$ cat config.mk
export PLATFORM = sky130hd
export DESIGN_NAME = mips_probe_trace
export DESIGN_NICKNAME = d
export VERILOG_FILES = /design/src/rtl/mips_probe_trace.sv
export SDC_FILE = /design/constraint.sdc
export NUM_CORES = 1
export LEC_CHECK = 0
export BUFFER_PORTS_ARGS = -buffer_cell sky130_fd_sc_hd__buf_2
export CORE_MARGIN = 8
export CORE_UTILIZATION = 50
export CTS_CLUSTER_DIAMETER = 50
export DETAILED_ROUTE_END_ITERATION = 7
export GPL_TIMING_DRIVEN = 0
export PLACE_DENSITY = 0.69
export SLEW_MARGIN = 20
export SYNTH_ARGS = -nofsm -noshare
export SYNTH_HDL_FRONTEND = slang
export SYNTH_SLANG_ARGS = --single-unit
$ cat constraint.sdc
create_clock -name clk -period 2.6 [get_ports clk]
set_input_delay 0 -clock clk [delete_from_list [all_inputs] [get_ports clk]]
set_output_delay 0 -clock clk [all_outputs]
set_load 0.1 [all_outputs]
$ cat src/rtl/mips_probe_trace.sv
// Timestamped trace buffer: captures a probe bus on change or on strobe into a
// first-word-fall-through FIFO drained through a valid/ready port.
module mips_probe_trace #(
  parameter int DATA_W = 16,
  parameter int TS_W   = 16,
  parameter int DEPTH  = 16,
  parameter int DROP_W = 8
) (
  input  logic                     clk,
  input  logic                     reset,
  input  logic                     en,
  input  logic                     mode,
  input  logic                     strobe,
  input  logic [DATA_W-1:0]        probe,
  input  logic                     clear,
  output logic                     rd_valid,
  input  logic                     rd_ready,
  output logic [TS_W+DATA_W-1:0]   rd_data,
  output logic [$clog2(DEPTH):0]   count,
  output logic                     overflow,
  output logic [DROP_W-1:0]        drop_cnt
);

  localparam int AW = $clog2(DEPTH);
  localparam int CW = AW + 1;
  localparam int EW = TS_W + DATA_W;
  localparam logic [CW-1:0] FULL_CNT = CW'(DEPTH);

  logic [EW-1:0]     mem_q [DEPTH];
  logic [TS_W-1:0]   ts_q, ts_d;
  logic [AW-1:0]     wr_ptr_q, wr_ptr_d;
  logic [AW-1:0]     rd_ptr_q, rd_ptr_d;
  logic [CW-1:0]     count_q, count_d;
  logic [DATA_W-1:0] last_q, last_d;
  logic              first_q, first_d;
  logic              overflow_q, overflow_d;
  logic [DROP_W-1:0] drop_q, drop_d;

  logic hit, full, pop, push_ok, drop;

  assign hit     = en && (mode ? strobe : (first_q || (probe != last_q)));
  assign full    = (count_q == FULL_CNT);
  assign pop     = rd_valid && rd_ready;
  // A full FIFO still takes a push when the head leaves in the same cycle.
  assign push_ok = hit && (!full || pop);
  assign drop    = hit && full && !pop;

  always_comb begin
    ts_d       = ts_q + TS_W'(1);
    wr_ptr_d   = wr_ptr_q;
    rd_ptr_d   = rd_ptr_q;
    count_d    = count_q;
    last_d     = last_q;
    first_d    = first_q;
    overflow_d = overflow_q;
    drop_d     = drop_q;

    if (en) begin
      last_d  = probe;
      first_d = 1'b0;
    end

    if (clear) begin
      ts_d       = '0;
      wr_ptr_d   = '0;
      rd_ptr_d   = '0;
      count_d    = '0;
      first_d    = 1'b1;
      overflow_d = 1'b0;
      drop_d     = '0;
    end else begin
      if (push_ok) wr_ptr_d = wr_ptr_q + AW'(1);
      if (pop)     rd_ptr_d = rd_ptr_q + AW'(1);
      case ({push_ok, pop})
        2'b10:   count_d = count_q + CW'(1);
        2'b01:   count_d = count_q - CW'(1);
        default: count_d = count_q;
      endcase
      if (drop) begin
        overflow_d = 1'b1;
        if (drop_q != '1) drop_d = drop_q + DROP_W'(1);
      end
    end
  end

  always_ff @(posedge clk or posedge reset) begin
    if (reset) begin
      ts_q       <= '0;
      wr_ptr_q   <= '0;
      rd_ptr_q   <= '0;
      count_q    <= '0;
      last_q     <= '0;
      first_q    <= 1'b1;
      overflow_q <= 1'b0;
      drop_q     <= '0;
    end else begin
      ts_q       <= ts_d;
      wr_ptr_q   <= wr_ptr_d;
      rd_ptr_q   <= rd_ptr_d;
      count_q    <= count_d;
      last_q     <= last_d;
      first_q    <= first_d;
      overflow_q <= overflow_d;
      drop_q     <= drop_d;
    end
  end

  always_ff @(posedge clk) begin
    if (push_ok && !clear) mem_q[wr_ptr_q] <= {ts_q, probe};
  end

  assign rd_valid = (count_q != '0);
  // Masked so the head reads as zero whenever the FIFO is empty, including reset.
  assign rd_data  = rd_valid ? mem_q[rd_ptr_q] : '0;
  assign count    = count_q;
  assign overflow = overflow_q;
  assign drop_cnt = drop_q;

endmodule

## Word-level counts from Yosys, hierarchy flattened

Memories as Yosys holds them, arrays and structs flattened.
Cells that the tools add are included.

| storage, ports and cells | value |
|---|---|
| flip-flop bits (word level) | 55 |
| output and inout bits | 47 |
| memories kept | 1 |
| RAM bits | 512 |
| input port bits | 23 |
| word-level logic and storage cells | 57 |

Memories:

| memory | words | width | read ports | clocked after memory_dff | write ports | RTL line | text |
|---|---|---|---|---|---|---|---|
| mem_q | 16 | 32 | 1 | 0 | 1 | 29 | `logic [EW-1:0] mem_q [DEPTH];` |

| operators by class | value |
|---|---|
| reductions and logical operators | 19 |
| mux-type cells | 18 |
| equality and inequality tests | 5 |
| add/subtract/negate cells | 6 |

Operator list:

| cell | number |
|---|---|
| 32-bit 2-to-1 mux | 1 |
| 8-bit 2-to-1 mux | 3 |
| 16-bit by 1-bit adder with 16-bit output, second input constant | 1 |
| 16-bit 2-to-1 mux | 1 |
| 4-bit 2-to-1 mux | 4 |
| 16-bit inequality test | 1 |
| 5-bit case mux with 2 select lines | 1 |
| 2-bit nonzero test | 5 |
| 4-bit by 1-bit adder with 4-bit output, second input constant | 2 |
| 8-bit by 1-bit adder with 8-bit output, second input constant | 1 |
| 8-bit inequality test, second input constant | 1 |
| 1-bit 2-to-1 mux | 7 |
| 1-bit logical AND | 6 |
| 5-bit by 1-bit adder with 5-bit output, second input constant | 1 |
| 5-bit equality test, second input constant | 1 |
| 5-bit 2-to-1 mux | 1 |
| 5-bit nonzero test | 1 |
| 5-bit by 1-bit subtractor with 5-bit output, second input constant | 1 |
| 1-bit logical NOT | 3 |
| 3-bit nonzero test | 1 |
| 2-bit by 1-bit equality test with 1-bit output, second input constant | 1 |
| 2-bit equality test, second input constant | 1 |
| 1-bit logical OR | 2 |
| 2-bit AND reduction | 1 |

## Logic depth before layout (Yosys ltp)

| depth | value |
|---|---|
| word-level depth | 8 |
| depth in mapped cells | 12 |
| mapped depth without buffers | 11 |

## Worst setup path after synthesis

OpenSTA, ideal clock, no wires.

| timing path | value |
|---|---|
| path type | flip-flop to flip-flop |
| start | reg count_q[1] (netlist: count[1]) |
| end | reg count_q[4] (netlist: count[4]) |
| path slack | -828 ps |
| arrival time | 3,300 ps |
| stages on the path, launching flop included | 11 |
| library setup time | 128 ps |
| path buffers | 1 |
| period minus slack after synthesis | 3,428 ps |
| data required time | 2,472 ps |
| cells stage by stage | dfrtp_1 or4_4 nor2_4 nor2_2 a31o_1 clkbuf_1 ha_1 a21o_1 a21oi_1 mux2i_1 mux2_1 |

| on the way | value |
|---|---|
| longest elaborated chain between the ends | 7 |
| elaborated cells on any way between the ends | 13 |
| those cells by class | add/sub: 2; eq/ne: 3; mux: 2; reduce/logical: 6 |

RTL lines:

| what | RTL line | text |
|---|---|---|
| start: declaration | 33 | `logic [CW-1:0] count_q, count_d;` |
| start signal: assignment | 100 | `count_q <= count_d;` |
| 5-bit equality test / 5-bit nonzero test (equally long branches) | 42, 112 |  |
| 1-bit logical NOT / 1-bit logical AND (equally long branches) | 45, 43 |  |
| 1-bit logical OR | 45 | `assign push_ok = hit && (!full \|\| pop);` |
| 1-bit logical AND | 45 |  |
| 2-bit by 1-bit equality test with 1-bit output / 2-bit equality test (equally long branches) | 74 | `case ({push_ok, pop})` |
| 5-bit case mux with 2 select lines | 74 |  |
| 5-bit 2-to-1 mux | 63 | `if (clear) begin` |

Parallel ways exist; a longest one is shown, timed or not.
A chain may end at the register's enable or synchronous reset.

## Worst setup path in the final report

| timing path | value |
|---|---|
| start | reg rd_ptr_q[0] |
| end | out rd_data[2] |

| on the way | value |
|---|---|
| longest elaborated chain between the ends | 2 |

RTL lines:

| what | RTL line | text |
|---|---|---|
| start: declaration | 32 | `logic [AW-1:0] rd_ptr_q, rd_ptr_d;` |
| start signal: assignment | 99 | `rd_ptr_q <= rd_ptr_d;` |
| memory 16 x 32 bit | n/a |  |
| 32-bit 2-to-1 mux | 114 | `assign rd_data = rd_valid ? mem_q[rd_ptr_q] : '0;` |
| end: declaration | 18 | `output logic [TS_W+DATA_W-1:0] rd_data,` |

No other way between the ends.

==> impl_metrics.csv <==
group,metric,value,unit
outcome,status,"finished, violations left",
outcome,violations,"setup timing",
yosys,yosys.cell_types.count,44,
place,place_congestion,0.7439,
clock_tree,clockRootBuffer,"clkbuf_16",
timing,timing.final.ws_setup,-0.3462,ns
worst_setup_path,critPathBufInv,4,
worst_setup_path,max_stage_delay,0.54,ns
grt,grt_overflow,0,
clock_tree,path_clk_slew,0.06,ns
yosys,ys_ff_latch,567,
worst_hold_path,hp-class,"primary input to flop",
yosys,synth-edff-count,512,
clock_tree,clk_latency,0.61,ns
timing,fin_setup_tns,-9.309,ns
grt,grt_first_pass_wirelength,80.02,mm
yosys,synth_nets,1068,
worst_setup_path,crit_required,2.60,ns
place,port_buffers,68,
timing,rsz0062_at_grt,"true",
yosys,synthCells,1034,
floorplan,initial_core_util,0.5061,
drt,post_drt_wl_per_cell,29.74,um
drt,vias,11790,
place,placed_area,23620,um^2
worst_setup_path,worstSetupPathType,"flop to output port",
worst_setup_path,crit_path_start_kind,"flop",
timing,timing.fmax,339.4,MHz
worst_setup_path,endpoint_kind,"output port",
layout,diodes,0,
drt,via_per_inst,6.140,
place,dpl.hpwl,26.77,mm
floorplan,die_h,227.3,um
yosys,ys.flop_type,"edfxtp_1",
worst_setup_path,r2r_start,"count[2]",
power_and_ir_drop,power_leakage,9.487,nW
run,max_cap_viol_count,0,
worst_setup_path,r2r_end,"count[4]",
floorplan,io_pins,70,
power_and_ir_drop,power-per-cell-area,1037,nW/um^2
worst_hold_path,min_from,"en",
power_and_ir_drop,finalPower,29.14,mW
drt,antenna_left,0,
yosys,syn-mean-instance-area,21.60,um^2
timing,min_period,2.946,ns
drt,wirelength,57.10,mm
worst_setup_path,path_cells,"buf_6 > clkbuf_16 > buf_16 > mux4_2 > mux4_2 > nor2b_4 > buf_12",
timing,setup_viol_count_final,34,
layout,fin_area,28100,um^2
layout,nets,1312,
timing,relSlewSlack,0.1526,
clock_tree,cts_buffers,58,
clock_tree,cts_sinks,567,
timing,worst_pin_slew,1.261,ns
layout,num-fill-cells,2924,
drt,drtPass1Iterations,5,
grt,grt.total_usage,0.2167,
worst_setup_path,critPathTopFamily,"multiplexers",
grt,grt_pass1_vias,12090,
floorplan,core-area,44120,um^2
worst_setup_path,arrival,2.95,ns
drt,drc_errors,0,
worst_setup_path,crit_top_cell,"mux4_2",
clock_tree,cts_tree,"done",
drt,drt_iter0_markers,1224,
worst_setup_path,r2r_slack,-0.13,ns
worst_setup_path,critPathMaxFanout,6,
timing,hold_viol,0,
layout,area_delta_synth_final,25.82,%
timing,final.setup_skew,0.02013,ns
layout,drive_above_1_share,0.4119,
layout,layout_commonest_cell,"edfxtp_1",
yosys,yosys_warnings,0,
clock_tree,cts.path.max_buffers,3,
floorplan,placement_rows,77,
grt,antenna_found_initial,0,
timing,timing.final.crit_share,1.133,
clock_tree,h-tree-depth,2,
yosys,syn-cell-area,22330,um^2
power_and_ir_drop,ir_drop,0.001218,V
worst_setup_path,reg2reg_depth,11,
layout,most-common-layout-cells,"edfxtp_1 (512), mux4_2 (160), clkbuf_16 (71)",
floorplan,die_w,227.3,um
worst_hold_path,min_to,"last_q[9]",
timing,slew_viol_final,0,
yosys,synthArstFlopShare,0.09700,
worst_setup_path,critPathSlowestCell,"mux4_2",
worst_hold_path,holdPathStages,2,
floorplan,dieArea,51680,um^2
yosys,ys_seq_area_frac,0.7501,
grt,grt_max_degree,37,
kinds of logic after synthesis:
group / synth area share
AND/OR/NAND/NOR: 0.03614
buffers and inverters: 0.01216
adder cells (fa/ha/maj): 0.006499
multiplexers: 0.1732
AO/OA/AOI/OAI: 0.008179
flip-flops: 0.7501
XOR/XNOR: 0.01373
report_power, final:
| part | switching, mW | leakage, nW | internal [mW] | total [mW] |
|---|---|---|---|---|
| logic | 6.44 | 3.19 | 4.45 | 10.9 |
| clock network | 3.44 | 0.914 | 4.63 | 8.08 |
| registers | 0.123 | 5.39 | 10.1 | 10.2 |
| total | 10.0 | 9.49 | 19.1 | 29.1 |
worst max-delay path by stage:
stage / from / depth (start not counted) / to
finish: rd_ptr_q[0] / 7 / rd_data[2]
global route: rd_ptr_q[0] / 7 / rd_data[9]
global placement: count[2] / 12 / count[4]
detailed placement: count[2] / 12 / count[4]
CTS: rd_ptr_q[0] / 6 / rd_data[2]
floorplan: count[2] / 12 / count[4]
layout make-up:
| cell class | instances | area, um^2 | share of cell area |
|---|---|---|---|
| inverter | 15 | 58.81 | 0.002093 |
| clock inverter | 29 | 207.7 | 0.007392 |
| multi-input combinational | 416 | 5852 | 0.2083 |
| buffer | 49 | 535.5 | 0.01906 |
| sequential | 567 | 16760 | 0.5965 |
| clock buffer | 81 | 1652 | 0.05878 |
| timing repair buffer | 171 | 2292 | 0.08158 |
| tap | 592 | 740.7 | 0.02636 |
stage by stage:
step / instances / utilization / hold slack [ns] / setup slack [ns]
after detailed placement: 1696 / 0.5354 / -0.02022 / -0.7268
after CTS: 1897 / 0.6243 / 0.01439 / -0.3106
final: 1920 / 0.6368 / 0.08629 / -0.3462
after global placement: 1694 / 0.5346 / 0.3265 / -0.7164
after floorplan: 1034 / - / 0.09887 / -0.5125
after global routing: 1920 / 0.6368 / 0.08079 / -0.3841
Yosys cell counts (3+ instances only):
master | n | area (um^2)
clkbuf_1 | 29 | 108.9
nor2b_1 | 36 | 225.2
xor2_1 | 14 | 122.6
or4_1 | 6 | 45.04
nand2_1 | 16 | 60.06
buf_1 | 12 | 45.04
nor2_1 | 26 | 97.59
nand4_1 | 9 | 56.30
o211ai_1 | 6 | 45.04
xnor2_1 | 21 | 183.9
mux4_2 | 160 | 3603
ha_1 | 10 | 125.1
dfrtp_1 | 54 | 1351
o21ai_0 | 6 | 30.03
nor3_1 | 3 | 15.01
mux2_2 | 18 | 202.7
buf_2 | 10 | 50.05
edfxtp_1 | 512 | 15370
inv_1 | 15 | 56.30
mux2i_1 | 5 | 50.05
and3_1 | 20 | 125.1
a21oi_1 | 6 | 30.03
nand3_1 | 13 | 65.06
and4_1 | 3 | 26.28
per-layer routing:
metal  routed length (um)  track usage  up-vias
li1                     -            -     4794
met1                21870       0.2935     6227
met2                27220       0.3410      645
met3                 5542      0.05320      122
met4                 2463      0.08195        0
met5                    0            0        -
what timing repair did:
item | in CTS | in global routing
endpoints found under the setup margin | 551 | 500
hold buffers | 20 | 0
endpoints found under the hold margin | 330 | 0
pin swaps | 27 | 8
resized for setup | 265 | 51
setup buffers | 56 | 14
gates cloned | 16 | 11
flip-flops by register name, summed over array words and instances, names as in the netlist:
| signal | cells |
|---|---|
| count | 5 |
| rd_ptr_q | 4 |
| ts_q | 16 |
| first_q | 1 |
| last_q | 16 |
| overflow | 1 |
| mem_q | 512 |
| drop_cnt | 8 |
| wr_ptr_q | 4 |
No activity file was read; power rests on OpenSTA's default activity.
